===== src/rtl/hazard_bypass_unit_pkg.sv =====
// Shared types for the hazard/bypass unit: select codes,
// FSM states and the in-flight destination tracker slot.
package hazard_bypass_unit_pkg;

    localparam int DATA_W = 16;
    localparam int REG_W  = 4;

    localparam logic [REG_W-1:0] NOREG = 4'hF;

    localparam logic [1:0] SEL_RF  = 2'b00;
    localparam logic [1:0] SEL_EX  = 2'b01;
    localparam logic [1:0] SEL_MEM = 2'b10;
    localparam logic [1:0] SEL_WB  = 2'b11;

    typedef enum logic {
        RUN  = 1'b0,
        WAIT = 1'b1
    } state_e;

    typedef struct packed {
        logic             valid;
        logic [REG_W-1:0] dst;
        logic             is_load;
    } slot_t;

    localparam slot_t IDLE_SLOT = '{
        valid:   1'b0,
        dst:     NOREG,
        is_load: 1'b0
    };

    // NOREG is never a real producer, so it can never match a reader.
    function automatic logic slot_hit(
        input slot_t            s,
        input logic [REG_W-1:0] src,
        input logic             en
    );
        return en && s.valid && (s.dst != NOREG) && (s.dst == src);
    endfunction

endpackage


===== src/rtl/hazard_bypass_unit_bypass_mux.sv =====
// Per-operand producer match and 4:1 operand select,
// youngest in-flight producer first.
module bypass_mux
    import hazard_bypass_unit_pkg::*;
(
    input  logic [REG_W-1:0]  src,
    input  logic              use_src,
    input  slot_t             ex_slot,
    input  slot_t             mem_slot,
    input  slot_t             wb_slot,
    input  logic [DATA_W-1:0] rf_data,
    input  logic [DATA_W-1:0] ex_result,
    input  logic [DATA_W-1:0] mem_result,
    input  logic [DATA_W-1:0] wb_result,
    output logic [1:0]        sel,
    output logic [DATA_W-1:0] op,
    output logic              ex_hit
);

    logic mem_hit;
    logic wb_hit;

    assign ex_hit  = slot_hit(ex_slot, src, use_src);
    assign mem_hit = slot_hit(mem_slot, src, use_src);
    assign wb_hit  = slot_hit(wb_slot, src, use_src);

    // A load in EX has no data yet; fall through and let the stall cover it.
    always_comb begin
        sel = SEL_RF;
        if (ex_hit && !ex_slot.is_load) begin
            sel = SEL_EX;
        end else if (mem_hit) begin
            sel = SEL_MEM;
        end else if (wb_hit) begin
            sel = SEL_WB;
        end
    end

    always_comb begin
        op = rf_data;
        unique case (sel)
            SEL_RF:  op = rf_data;
            SEL_EX:  op = ex_result;
            SEL_MEM: op = mem_result;
            SEL_WB:  op = wb_result;
        endcase
    end

endmodule


===== src/rtl/hazard_bypass_unit.sv =====
// Tracks EX/MEM/WB destinations, drives operand bypass and
// the stall/bubble/freeze controls for the front pipeline.
module hazard_bypass_unit
    import hazard_bypass_unit_pkg::*;
(
    input  logic              clk,
    input  logic              rst,
    input  logic [REG_W-1:0]  id_src_a,
    input  logic [REG_W-1:0]  id_src_b,
    input  logic              id_use_a,
    input  logic              id_use_b,
    input  logic [REG_W-1:0]  id_dst,
    input  logic              id_is_load,
    input  logic              flush,
    input  logic              mem_busy,
    input  logic [DATA_W-1:0] rf_a,
    input  logic [DATA_W-1:0] rf_b,
    input  logic [DATA_W-1:0] ex_result,
    input  logic [DATA_W-1:0] mem_result,
    input  logic [DATA_W-1:0] wb_result,
    output logic [DATA_W-1:0] op_a,
    output logic [DATA_W-1:0] op_b,
    output logic [1:0]        sel_a,
    output logic [1:0]        sel_b,
    output logic              stall,
    output logic              bubble,
    output logic              freeze
);

    slot_t  ex_q;
    slot_t  mem_q;
    slot_t  wb_q;
    slot_t  ex_d;
    state_e state_q;
    state_e state_d;

    logic ex_hit_a;
    logic ex_hit_b;
    logic load_use;
    logic advance;
    logic kill;

    bypass_mux u_mux_a (
        .src        (id_src_a),
        .use_src    (id_use_a),
        .ex_slot    (ex_q),
        .mem_slot   (mem_q),
        .wb_slot    (wb_q),
        .rf_data    (rf_a),
        .ex_result  (ex_result),
        .mem_result (mem_result),
        .wb_result  (wb_result),
        .sel        (sel_a),
        .op         (op_a),
        .ex_hit     (ex_hit_a)
    );

    bypass_mux u_mux_b (
        .src        (id_src_b),
        .use_src    (id_use_b),
        .ex_slot    (ex_q),
        .mem_slot   (mem_q),
        .wb_slot    (wb_q),
        .rf_data    (rf_b),
        .ex_result  (ex_result),
        .mem_result (mem_result),
        .wb_result  (wb_result),
        .sel        (sel_b),
        .op         (op_b),
        .ex_hit     (ex_hit_b)
    );

    assign load_use = ex_q.is_load && (ex_hit_a || ex_hit_b);

    // Event priority: mem_busy, then flush, then load-use.
    always_comb begin
        stall   = 1'b0;
        bubble  = 1'b0;
        freeze  = 1'b0;
        advance = 1'b0;
        kill    = 1'b0;
        state_d = state_q;
        if (rst) begin
            unique case (state_q)
                RUN:  state_d = mem_busy ? WAIT : RUN;
                WAIT: state_d = mem_busy ? WAIT : RUN;
            endcase
            if (mem_busy) begin
                freeze = 1'b1;
                stall  = 1'b1;
            end else if (flush) begin
                bubble  = 1'b1;
                advance = 1'b1;
                kill    = 1'b1;
            end else if (load_use) begin
                stall   = 1'b1;
                bubble  = 1'b1;
                advance = 1'b1;
                kill    = 1'b1;
            end else begin
                advance = 1'b1;
            end
        end
    end

    always_comb begin
        ex_d = IDLE_SLOT;
        if (!kill) begin
            ex_d = '{valid: 1'b1, dst: id_dst, is_load: id_is_load};
        end
    end

    always_ff @(posedge clk or negedge rst) begin
        if (!rst) begin
            ex_q    <= IDLE_SLOT;
            mem_q   <= IDLE_SLOT;
            wb_q    <= IDLE_SLOT;
            state_q <= RUN;
        end else begin
            state_q <= state_d;
            if (advance) begin
                ex_q  <= ex_d;
                mem_q <= ex_q;
                wb_q  <= mem_q;
            end
        end
    end

endmodule


===== config.mk =====
export PLATFORM = sky130hd
export DESIGN_NAME = hazard_bypass_unit
export DESIGN_NICKNAME = d
export VERILOG_FILES = /design/src/rtl/hazard_bypass_unit_pkg.sv /design/src/rtl/hazard_bypass_unit_bypass_mux.sv /design/src/rtl/hazard_bypass_unit.sv
export SDC_FILE = /design/constraint.sdc
export NUM_CORES = 1
export LEC_CHECK = 0
export BUFFER_PORTS_ARGS = -buffer_cell sky130_fd_sc_hd__buf_2
export CAP_MARGIN = 15
export CELL_PAD_IN_SITES_DETAIL_PLACEMENT = 0
export CELL_PAD_IN_SITES_GLOBAL_PLACEMENT = 1
export CORE_AREA = 2 2 96 98
export CTS_CLUSTER_DIAMETER = 200
export DETAILED_ROUTE_END_ITERATION = 10
export DIE_AREA = 0 0 98 100
export PLACE_DENSITY_LB_ADDON = 0.1
export SLEW_MARGIN = 15
export SYNTH_ARGS = -nofsm -noshare
export SYNTH_HDL_FRONTEND = slang
export SYNTH_SLANG_ARGS = --single-unit

===== constraint.sdc =====
create_clock -name clk -period 2.05 [get_ports clk]
set_input_delay 0.5125 -clock clk [delete_from_list [all_inputs] [get_ports clk]]
set_output_delay 0.5125 -clock clk [all_outputs]
set_load 0.1 [all_outputs]

**After elaboration in Yosys (flattened, before gate mapping)**

Index checks and enable logic that the tools add are counted.
W data, S select, Z words.

- Memories kept: 0
- Bits in registers: 16
- Bits in writable memories: 0
- ROM bits: 0
- Input bits: 99
- Word-level logic and storage cells: 67
- Bits in latches: 0

- Muxes and demuxes: 20
- Shift-type cells: 0
- Add/sub/neg operators: 0
- Eq/ne operators: 15
- Divide/modulo/power cells: 0
- Multipliers: 0
- Bitwise gates (word level): 0
- Reduce and logical (&&, ||, !) cells: 25
- Order comparisons: 0

Operators with widths:

| kind | count |
|---|---|
| $pmux W16 S4 | 2 |
| $eq A4 B4 Y1 | 6 |
| $logic_and A1 B1 Y1 | 21 |
| $mux W2 | 6 |
| $ne A4 B4 Y1 const B | 3 |
| $mux W1 | 11 |
| $eq A2 B2 Y1 const B | 4 |
| $mux W6 | 1 |
| $eq A2 B1 Y1 const B | 2 |
| $logic_not A2 Y1 | 2 |
| $logic_not A1 Y1 | 1 |
| $logic_or A1 B1 Y1 | 1 |

**Logic depth before layout (Yosys ltp)**

Gate-level depths: netlist (run 1).

- Depth after elaboration: 10
- Mapped depth: 6
- Mapped depth without buffers: 5

**Hierarchy**

Synthesis (run 1) repeated with hierarchy kept, for this count alone.

- Cells, all modules: 226
- Area, all modules: 2347.3 µm²

By module, submodules not included:

| module | cells an instance | instances | seq. area each (µm²) | area an instance (µm²) |
|---|---|---|---|---|
| bypass_mux | 86 | 2 | 0.0 | 782.0 |
| hazard_bypass_unit | 54 | 1 | 465.4 | 783.3 |

**Worst setup path after synthesis (run 1)**

Ideal clock, no wire load.

- Path type: input to output
- Start point: input port id_src_b[2]
- End point: output port op_b[11]
- Slack: -2840 ps
- Stages on the path: 5
- Data arrival time: 4377 ps
- Required time: 1537 ps
- Path buffers: 0
- Cells stage by stage: xor2_1 -> nor3_4 -> o2bb2ai_4 -> nor2_1 -> o41ai_1

- Longest elaborated chain between the ends: 7
- Elaborated cells on any way between the ends: 15

RTL lines:

| element | line | RTL |
|---|---|---|
| from (decl) | hazard_bypass_unit.sv:9 | `input logic [REG_W-1:0] id_src_b,` |
| $eq A4 B4 Y1 | hazard_bypass_unit_pkg.sv:38 | `return en && s.valid && (s.dst != NOREG) && (s.dst == src);` |
| $logic_and A1 B1 Y1 | hazard_bypass_unit_pkg.sv:38 |  |
| $mux W2 | hazard_bypass_unit_bypass_mux.sv:34 | `end else if (wb_hit) begin` |
| $mux W2 | hazard_bypass_unit_bypass_mux.sv:32 | `end else if (mem_hit) begin` |
| $mux W2 * | hazard_bypass_unit_bypass_mux.sv:30 | `if (ex_hit && !ex_slot.is_load) begin` |
| $eq A2 B2 Y1 (tied with other cells) | hazard_bypass_unit_bypass_mux.sv:41 | `unique case (sel)` |
| $pmux W16 S4 * | hazard_bypass_unit_bypass_mux.sv:41 |  |
| to (decl) | hazard_bypass_unit.sv:22 | `output logic [DATA_W-1:0] op_b,` |

Every way passes the cells marked *; elsewhere a longest branch is shown, timed or not.

**Worst setup path after layout (run 1)**

- Start point: register mem_q[3] in the netlist's numbering
- End point: output port op_a[3]

- Longest elaborated chain between the ends: 7
- Elaborated cells on any way between the ends: 11

RTL lines:

| element | line | RTL |
|---|---|---|
| from (decl) | hazard_bypass_unit.sv:31 | `slot_t mem_q;` |
| from (signal assigned) | hazard_bypass_unit.sv:123 | `mem_q <= ex_q;` |
| $ne A4 B4 Y1 | hazard_bypass_unit_pkg.sv:38 |  |
| $logic_and A1 B1 Y1 | hazard_bypass_unit_pkg.sv:38 |  |
| $logic_and A1 B1 Y1 * | hazard_bypass_unit_pkg.sv:38 |  |
| $mux W2 * | hazard_bypass_unit_bypass_mux.sv:32 |  |
| $mux W2 * | hazard_bypass_unit_bypass_mux.sv:30 |  |
| $eq A2 B2 Y1 (tied with other cells) | hazard_bypass_unit_bypass_mux.sv:41 |  |
| $pmux W16 S4 * | hazard_bypass_unit_bypass_mux.sv:41 |  |
| to (decl) | hazard_bypass_unit.sv:21 | `output logic [DATA_W-1:0] op_a,` |

Marked as above.

==> metrics.csv, run 1 <==
stage,metric,value,unit
timing,relSlewSlack,77.31,%
timing,finalClockSkew,0.5442,ps
power,p_sw,1.053,mW
synthesis,synth.distinct_cells,31,
placed_design,dp.cells,577,
setup_path,crit_chain,xor2_2 > nor3_4 > o2bb2ai_4 > clkbuf_16 > nor2_2 > o41ai_4 > buf_12,
hold_path,min_path_type,primary input to async pin,
timing,rsz0062_at_grt,yes,
setup_path,startpoint_type,register,
setup_path,critPathKind,register to primary output,
timing,finalSetupTns,-25840,ps
layout,area_delta_synth_final,117.2,%
power,power_leakage,2.104,nW
timing,report.final.slew_viol_count,0,
drt,vias,2842,
synthesis,syn_area,2293,um2
setup_path,reg2reg_from,ex_q[1],
timing,setup_viol,38,
global_route,grt_max_degree,25,
drt,firstDrtPassIters,4,
clock_network,clk_latency,240,ps
setup_path,crit_arrival,2290,ps
global_route,grt_overflow,0,
clock_network,cts.sinks,16,
floorplanning,rows,35,
layout,fin_util,56.05,%
setup_path,worstRegToRegCells,10,
drt,drt_iter0_markers,37,
power,p_clk_share,10.6,%
layout,layout.cells.non_filler,596,
power,pwr-share-seq,20.4,%
synthesis,async_flop_share,100.0,%
timing,fmax,356.8,MHz
synthesis,syn_area_per_cell,7.594,um2
global_route,grt_use_total,18.06,%
global_route,grt_pass1_vias,3061,
run,cap_viol_max_count,0,
layout,final_nets,585,
timing,final_hold_viol_count,0,
setup_path,worst_setup_path_end_kind,primary output,
synthesis,synth_edf_count,0,
floorplanning,initial_core_util,25.80,%
power,p_int,1.195,mW
layout,drive_gt1_share,62.06,%
placed_design,gp_congestion,0.8377,
synthesis,ys_seq_elements,16,
floorplanning,die_h,100,um
drt,final_antenna_net_count,0,
synthesis,synth_nets,401,
run_status,outcome,"finished, violations left",
power,power_density,451.2,nW/um2
power,ir_drop,0.2816,mV
synthesis,yosysWarnings,0,
timing,post-route-period-util,136.7,%
floorplanning,dieArea,9800,um2
setup_path,reg2reg_slack,110,ps
clock_network,cts_tree,yes,
clock_network,path_clk_slew,60,ps
clock_network,hold_buffers,0,
setup_path,slowest_delay,600,ps
setup_path,path_max_fanout,7,
clock_network,cts-htree-levels,1,
setup_path,cp_slowest_cell,dfstp_2,
drt,wire_per_inst,15.11,um
floorplanning,core_region_area,8890,um2
run_status,violations,negative setup slack,
global_route,grt_pass1_wl,14700,um
drt,vias_per_cell,4.768,
global_route,antenna_found_initial,0,
placed_design,io_buffer_count,137,
floorplanning,ios,138,
clock_network,clock_path_buffers,2,
drt,drcViolationCount,0,
setup_path,reg2reg_to,ex_q[5],
drt,wirelength,9004,um
power,swShare,46.83,%
placed_design,hpwl,7153,um
clock_network,cts_buffers,3,
timing,fin_ws,-752.8,ps
synthesis,synth_cells,302,
layout,diodes,0,
power,combPwrFrac,69.0,%
clock_network,cts-root-buf,clkbuf_8,
floorplanning,dieWidth,98,um
timing,tightest_slew,339.2,ps
synthesis,synth_seq_area_share,18.11,%
setup_path,required,1540,ps
synthesis,synth-main-ff-cell,dfstp_2,
timing,fin_crit,2803,ps
## how the worst max path moves through the flow
stage / from / slack [ps] / depth (start not counted) / to
after floorplan: id_src_b[3] / -980 / 6 / op_b[1]
after global placement: id_src_b[3] / -640 / 8 / op_b[4]
after detailed placement: id_src_b[3] / -650 / 8 / op_b[4]
after CTS: mem_q[1] / -770 / 7 / op_b[7]
after global routing: mem_q[3] / -870 / 7 / op_a[5]
final: mem_q[3] / -750 / 7 / op_a[3]
## cells by family after synthesis
logic type                Yosys count  synth area share (%)
buffers and inverters              16                 3.983
xor gates and xnor gates           24                 9.165
and+or+nand+nor                   201                 42.83
AOI/OAI and AO/OA                  45                 25.91
DFF                                16                 18.11
## stage by stage
stage | worst slack [ps] | power, mW | hold slack, ps | area [um2]
after floorplan | -976.7 | 1.352 | 216.9 | 2903
after global placement | -643.0 | 1.919 | 484.0 | 4639
after detailed placement | -653.0 | 1.932 | 488.8 | 4639
after CTS | -766.6 | 2.227 | 256.4 | 4813
after global routing | -874.1 | 2.367 | 282.4 | 4982
final | -752.8 | 2.248 | 256.4 | 4982
## cells in the mapped netlist (all sizes together), types with 2 or more instances
cell type,count,area [um2]
nand4,4,25.02
o2bb2ai,2,55.05
xnor2,16,140.1
a211oi,2,40.04
dfstp,12,315.3
dfrtp,4,100.1
o41ai,32,445.4
nand2,68,255.2
clkbuf,7,26.28
nor2b,36,225.2
a22o,2,17.52
buf,8,61.31
nand3,5,25.02
or2,2,12.51
nor3,10,105.1
a21oi,6,30.03
nor2,70,290.3
nand2b,2,12.51
xor2,8,70.07
## flip-flops by register name (all words and copies together) (netlist names)
register  cells
ex_q          6
mem_q         5
wb_q          5
## worst max-delay path, delay by kind of cell (launching register included)
kind | cells | cell delay, ps
DFF | 1 | 600
xor gates and xnor gates | 1 | 100
AOI/OAI and AO/OA | 2 | 560
buffers and inverters | 2 | 420
and+or+nand+nor | 2 | 360
## cell usage in the layout, fill, tap and decap left out, types with 2 or more instances in the layout
cell / instances
buf_4: 36
nor3_1: 4
a22o_1: 2
nand4_1: 4
buf_2: 98
dfrtp_1: 4
xor2_1: 2
nand3_1: 3
nor3_4: 6
xnor2_1: 12
dfstp_2: 12
or2_4: 2
a21oi_1: 4
clkbuf_8: 3
o2bb2ai_4: 2
nand3_2: 2
nor2b_4: 10
o41ai_4: 32
a211oi_4: 2
xnor2_2: 4
nand2_1: 66
xor2_2: 5
nand2_2: 2
nor2b_1: 25
clkbuf_16: 2
nor2_1: 52
buf_12: 50
nor2_2: 17
buf_6: 8
## power groups by stage
stage	combinational (mW)	clock [mW]	sequential, mW
2_1_floorplan	0.900	0	0.452
3_3_place_gp	1.46	0	0.457
3_5_place_dp	1.47	0	0.459
4_1_cts	1.52	0.246	0.458
5_1_grt	1.63	0.267	0.468
6_report	1.55	0.238	0.460
## per-layer routing
layer	GRT usage [%]	vias to the layer above	part of all wire, %
li1	-	1404	-
met1	22.37	1346	42
met2	34.04	86	52
met3	2.368	6	5.2
met4	2.778	0	0.87
met5	0	-	0
## layout make-up
cell class              instances  area (um2)
fillers                       794        3908
multi-input cells             270        2477
repair buffers                194        1902
flip-flops and latches         16       415.4
well taps                     111       138.9
clock buffers                   4       45.04
inverters                       1       3.754
## repair_timing
item | 4_1_cts | 5_1_grt
endpoints found under the setup margin | 38 | 38
pin swaps | 17 | 10
gates resized for setup | 14 | 16
buffers inserted | 7 | 9
cloned | 0 | 2
(Power assumes the default switching activity.)
==> run 2: changes to the inputs <==
Settings changed: CORE_AREA 2 2 96 98 to 2 2 79 118, DIE_AREA 0 0 98 100 to 0 0 81 120, PLACE_DENSITY_LB_ADDON 0.1 to 0.08.
==> run 2 against run 1 <==
Compared with the run above:
- the run still ends with negative setup slack left
- cell count rose by 2.7%
- sequential cell count did not move
- clock power rose by 76%
- cell area rose by 8.4%
- fmax fell by 1.9%
- worst setup slack got worse by 54 ps
==> metrics.csv, run 2 (synthesis gave the netlist of run 1 again) <==
stage,metric,value,unit
global_route,grt_max_degree,25,
layout,stdcell_area,5401,um2
setup_path,slowest_delay,580,ps
power,p_total,2.555,mW
clock_network,cts.sinks,16,
timing,fin_crit,2857,ps
drt,wirelength,10110,um
clock_network,cts-htree-levels,1,
setup_path,path_max_fanout,17,
global_route,grt_pass1_vias,3079,
drt,drcViolationCount,0,
global_route,grt_use_total,20.41,%
floorplanning,dieWidth,81,um
layout,final_cell_mix,"98 x buf_2, 67 x nand2_1, 52 x buf_12, 40 x buf_4, 34 x nor2_1",
run_status,violations,negative setup slack,
placed_design,dpl_cell_area,4588,um2
power,ir_drop,0.8779,mV
timing,finalSetupTns,-27330,ps
clock_network,clk_latency,250,ps
setup_path,required,1540,ps
setup_path,crit_top_cell,buf_12,
layout,fillers,769,
setup_path,crit_chain,buf_12 > xor2_4 > nor3_4 > a211oi_4 > buf_12 > nor2b_4 > o41ai_4 > buf_12,
setup_path,startpoint_type,register,
layout,final_nets,602,
timing,relSlewSlack,76.24,%
placed_design,gp_congestion,0.8513,
setup_path,critPathKind,register to primary output,
timing,post-route-period-util,139.3,%
timing,tightest_slew,355.2,ps
placed_design,io_buffer_count,137,
drt,vias,2985,
timing,fmax,350.1,MHz
timing,holdWs,255.1,ps
setup_path,cp_slowest_cell,dfstp_2,
run_status,outcome,"finished, violations left",
setup_path,reg2reg_slack,90,ps
global_route,grt_overflow,0,
placed_design,hpwl,7416,um
layout,largest_reg_flops,6,
drt,final_antenna_net_count,0,
layout,reg.largest.list,"ex_q (6), mem_q (5), wb_q (5)",
layout,layout_commonest_cell,buf_2,
power,power_leakage,2.257,nW
clock_network,cts_tree,yes,
floorplanning,die_h,120,um
floorplanning,rows,42,
layout,fin_util,61.92,%
clock_network,clock_path_buffers,2,
layout,layout.cells.non_filler,612,
power,power_density,473.0,nW/um2
setup_path,reg2reg_from,ex_q[4],
timing,finalClockSkew,3.572,ps
floorplanning,ios,138,
drt,wire_per_inst,16.52,um
setup_path,cp_num_buf_inv,3,
setup_path,reg2reg_to,ex_q[5],
global_route,grt_pass1_wl,15350,um
floorplanning,core_region_area,8723,um2
floorplanning,dieArea,9720,um2
floorplanning,initial_core_util,26.29,%
clock_network,cts_buffers,3,
drt,vias_per_cell,4.877,
drt,firstDrtPassIters,4,
setup_path,worstRegToRegCells,9,
setup_path,crit_arrival,2340,ps
setup_path,worst_setup_path_end_kind,primary output,
layout,diodes,0,
timing,setup_viol,38,
hold_path,min_path_type,primary input to async pin,
run,cap_viol_max_count,0,
clock_network,path_clk_slew,50,ps
layout,area_delta_synth_final,135.5,%
global_route,antenna_found_initial,0,
timing,report.final.slew_viol_count,0,
layout,drive_gt1_share,68.92,%
timing,rsz0062_at_grt,yes,
timing,fin_ws,-806.5,ps
layout,max_flop_register,ex_q,
setup_path,cp_top_family,flip-flops,
clock_network,cts-root-buf,clkbuf_16,
placed_design,dp_slack,-838.0,ps
placed_design,dp.cells,573,
drt,drt_iter0_markers,71,
timing,final_hold_viol_count,0,
## run 2: repair_timing
item	in CTS	in global routing
setup buffers	25	9
gates resized for setup	65	29
cloned	1	1
setup endpoints to repair	38	38
pin swaps	28	24
hold buffers	0	0
hold endpoints to repair	0	0
## run 2: final cells by class
| class | instances | area [um2] | area share (%) |
|---|---|---|---|
| multi-input cells | 270 | 2654 | 49.13 |
| repair buffers | 211 | 2102 | 38.92 |
| flip-flops and latches | 16 | 415.4 | 7.691 |
| well taps | 110 | 137.6 | 2.548 |
| clock buffers | 4 | 88.84 | 1.645 |
| inverters | 1 | 3.754 | 0.06949 |
## run 2: how the worst max path moves through the flow
stage                           start       end  slack (ps)  cells after the start
final                        mem_q[4]   op_b[1]        -810                      8
after global routing         mem_q[4]   op_b[1]        -880                      8
after CTS                    mem_q[1]   op_a[9]        -810                      8
after detailed placement  id_src_b[3]  op_b[15]        -840                      7
after global placement    id_src_b[3]   op_b[1]        -840                      7
after floorplan           id_src_b[3]   op_b[1]        -980                      6
## run 2: power breakdown
group	switching, mW	internal (mW)
logic	0.931	0.736
clock network	0.124	0.296
registers	0.0743	0.394
## run 2: per-layer routing
metal | up-vias | global-route usage [%] | wire [um]
met5 | - | 0 | 0
met4 | 0 | 4.343 | 138
met3 | 10 | 2.180 | 501
met2 | 84 | 40.13 | 5919
met1 | 1448 | 22.62 | 3549
li1 | 1443 | - | -
==> run 3: changes to the inputs <==
--- a/config.mk
+++ b/config.mk
@@ -10,8 +10,8 @@
 export CELL_PAD_IN_SITES_DETAIL_PLACEMENT = 0
 export CELL_PAD_IN_SITES_GLOBAL_PLACEMENT = 1
-export CORE_AREA = 2 2 79 118
+export CORE_AREA = 2 2 77 116
 export CTS_CLUSTER_DIAMETER = 200
 export DETAILED_ROUTE_END_ITERATION = 10
-export DIE_AREA = 0 0 81 120
+export DIE_AREA = 0 0 79 118
 export PLACE_DENSITY_LB_ADDON = 0.08
 export SLEW_MARGIN = 15
==> constraint.sdc (replaced) <==
create_clock -name clk -period 3.1 [get_ports clk]
set_input_delay 0.775 -clock clk [delete_from_list [all_inputs] [get_ports clk]]
set_output_delay 0.775 -clock clk [all_outputs]
set_load 0.01 [all_outputs]
==> run 3 against run 2 <==
Compared with the run above:
- the flow still finishes with violations (negative setup slack)
- combinational power down 71%
- sequential share of layout area up 3.2 points
- critical endpoint is now op_a[7]
- core utilization fell by 16 points
- hold slack better by 240 ps
- cell count decreased by 7.4%
- cell area down 29%
- die area is 4.1% lower
- routed wire length down 10%
- register-to-register slack better by 1300 ps
- via count shrank 8.3%
- count of clock-buffer cells in the layout unchanged
- clock power shrank 34%
==> metrics.csv, run 3 (synthesis gave the netlist of run 1 again) <==
stage,metric,value,unit
run_status,outcome,"finished, violations left",
run_status,violations,negative setup slack,
layout,final_nets,560,
setup_path,critPathKind,primary input to primary output,
power,p_clk_share,26.0,%
timing,final_hold_viol_count,0,
drt,wirelength,9063,um
clock_network,hold_buffers,0,
layout,drive_gt1_share,56.96,%
clock_network,path_clk_slew,50,ps
setup_path,reg2reg_slack,1370,ps
placed_design,dpl_cell_area,3276,um2
placed_design,io_buffer_count,137,
drt,drt_iter0_markers,91,
clock_network,clock_path_buffers,2,
clock_network,cts.sinks,16,
floorplanning,ios,138,
setup_path,crit_arrival,2350,ps
power,pwr-share-seq,29.2,%
setup_path,crit_chain,buf_8 > buf_6 > xor2_4 > nor3_4 > buf_6 > o2bb2ai_4 > clkbuf_16 > nor2_2 > o41ai_2 > buf_2,
placed_design,dp.cells,551,
floorplanning,initial_core_util,27.60,%
timing,setup_viol,6,
drt,firstDrtPassIters,3,
timing,fin_crit,3129,ps
drt,drcViolationCount,0,
layout,layout.cells.non_filler,567,
power,swShare,34.98,%
setup_path,cp.depth,10,
power,combPwrFrac,44.8,%
setup_path,path_max_fanout,8,
layout,largest_reg_flops,6,
global_route,grt_max_degree,35,
floorplanning,core_region_area,8310,um2
timing,finalClockSkew,1.210,ps
timing,fmax,319.6,MHz
hold_path,min_path_type,register to register,
clock_network,cts-root-buf,clkbuf_16,
hold_path,hold_path_depth,2,
power,power_leakage,1.742,nW
clock_network,cts-htree-levels,1,
timing,fin_ws,-29.07,ps
run,cap_viol_max_count,0,
power,p_int,699.4,uW
setup_path,cp_top_family,buffers and inverters,
placed_design,hpwl,6806,um
setup_path,required,2320,ps
floorplanning,dieArea,9322,um2
clock_network,cts_buffers,3,
hold_path,min_to,wb_q[1],
drt,vias_per_cell,4.825,
layout,fillers,900,
global_route,grt_overflow,0,
power,ir_drop,0.3460,mV
drt,final_antenna_net_count,0,
floorplanning,die_h,118,um
setup_path,cp_slowest_cell,nor3_4,
timing,relSlewSlack,69.28,%
layout,diodes,0,
setup_path,reg2reg_from,ex_q[3],
global_route,grt_pass1_vias,2608,
floorplanning,dieWidth,79,um
timing,post-route-period-util,100.9,%
layout,max_flop_register,ex_q,
timing,rsz0062_at_grt,yes,
setup_path,crit_top_cell,buf_6,
setup_path,startpoint_type,primary input,
layout,final_cell_mix,"133 x buf_2, 68 x nand2_1, 49 x nor2_1, 33 x nor2b_1, 32 x o41ai_2",
layout,layout_commonest_cell,buf_2,
power,p_sw,376.2,uW
setup_path,cp_num_buf_inv,5,
layout,area_delta_synth_final,66.61,%
setup_path,reg2reg_to,ex_q[5],
placed_design,gp_congestion,0.7835,
setup_path,worst_setup_path_end_kind,primary output,
clock_network,clk_latency,250,ps
setup_path,slowest_delay,250,ps
drt,wire_per_inst,15.98,um
power,power_density,281.5,nW/um2
hold_path,hold_start,wb_q[1],
layout,reg.largest.list,"ex_q (6), mem_q (5), wb_q (5)",
timing,tightest_slew,459.9,ps
placed_design,dp_slack,-148.2,ps
timing,report.final.slew_viol_count,0,
global_route,grt_pass1_wl,13190,um
layout,stdcell_area,3821,um2
drt,vias,2736,
global_route,grt_use_total,17.47,%
global_route,antenna_found_initial,0,
timing,holdWs,498.3,ps
floorplanning,rows,41,
setup_path,worstRegToRegCells,6,
clock_network,cts_tree,yes,
[run 3: cell count changes in the layout (fill, tap and decap cells not counted), moves of 15 or more]
cell and delta:
buf_4 -24, buf_12 -42, nor2b_1 +16, o41ai_4 -32
nor2_1 +15, o41ai_2 +32, buf_2 +35
[run 3: how the worst max path moves through the flow]
stage	to	slack, ps	from
global placement	op_a[0]	-120	id_src_a[1]
detailed placement	op_b[13]	-150	id_src_b[2]
finish	op_a[7]	-30	id_src_a[1]
CTS	op_b[13]	-40	id_src_b[3]
global route	op_a[5]	-60	id_src_a[1]
floorplan	op_b[0]	290	id_src_b[2]
[run 3: power by group through the flow]
stage	sequential [mW]	clock, mW	combinational, mW
finish	0.314	0.279	0.482
global route	0.320	0.295	0.523
floorplan	0.296	0	0.248
CTS	0.313	0.288	0.433
detailed placement	0.315	0	0.424
global placement	0.316	0	0.417
[run 3: layout make-up]
type | instances | area [um2] | share of cell area, %
Clock buffer | 4 | 88.84 | 2.325
Timing Repair Buffer | 169 | 1171 | 30.65
Sequential cell | 16 | 415.4 | 10.87
Inverter | 1 | 3.754 | 0.09823
Multi-Input combinational cell | 270 | 2008 | 52.55
Tap cell | 107 | 133.9 | 3.504
[run 3: repair_timing]
item,CTS,global route
gates cloned,0,5
pin swaps,7,36
setup buffers,2,6
resized for setup,9,40
endpoints found under the setup margin,21,28
[run 3: stage by stage]
step / setup TNS [ps] / power (mW) / utilization (%)
2_1_floorplan: 0 / 0.5445 / -
3_3_place_gp: -1576 / 0.7325 / 39.42
3_5_place_dp: -1831 / 0.7393 / 39.42
4_1_cts: -96.75 / 1.034 / 41.37
5_1_grt: -1025 / 1.138 / 45.98
6_report: -47.07 / 1.076 / 45.98
[run 3: worst reg2reg max path: cells and delay by family (launching register included)]
family	cells	cell delay, ps
AOI/OAI and AO/OA	2	440
xor gates and xnor gates	1	130
buffers and inverters	1	170
DFF	1	590
and+or+nand+nor	2	280
[run 3: per-layer routing]
layer / track usage (%) / wire, um
met5: 0 / 0
met4: 4.095 / 122
met3: 1.380 / 407
met2: 34.00 / 5114
met1: 19.90 / 3419
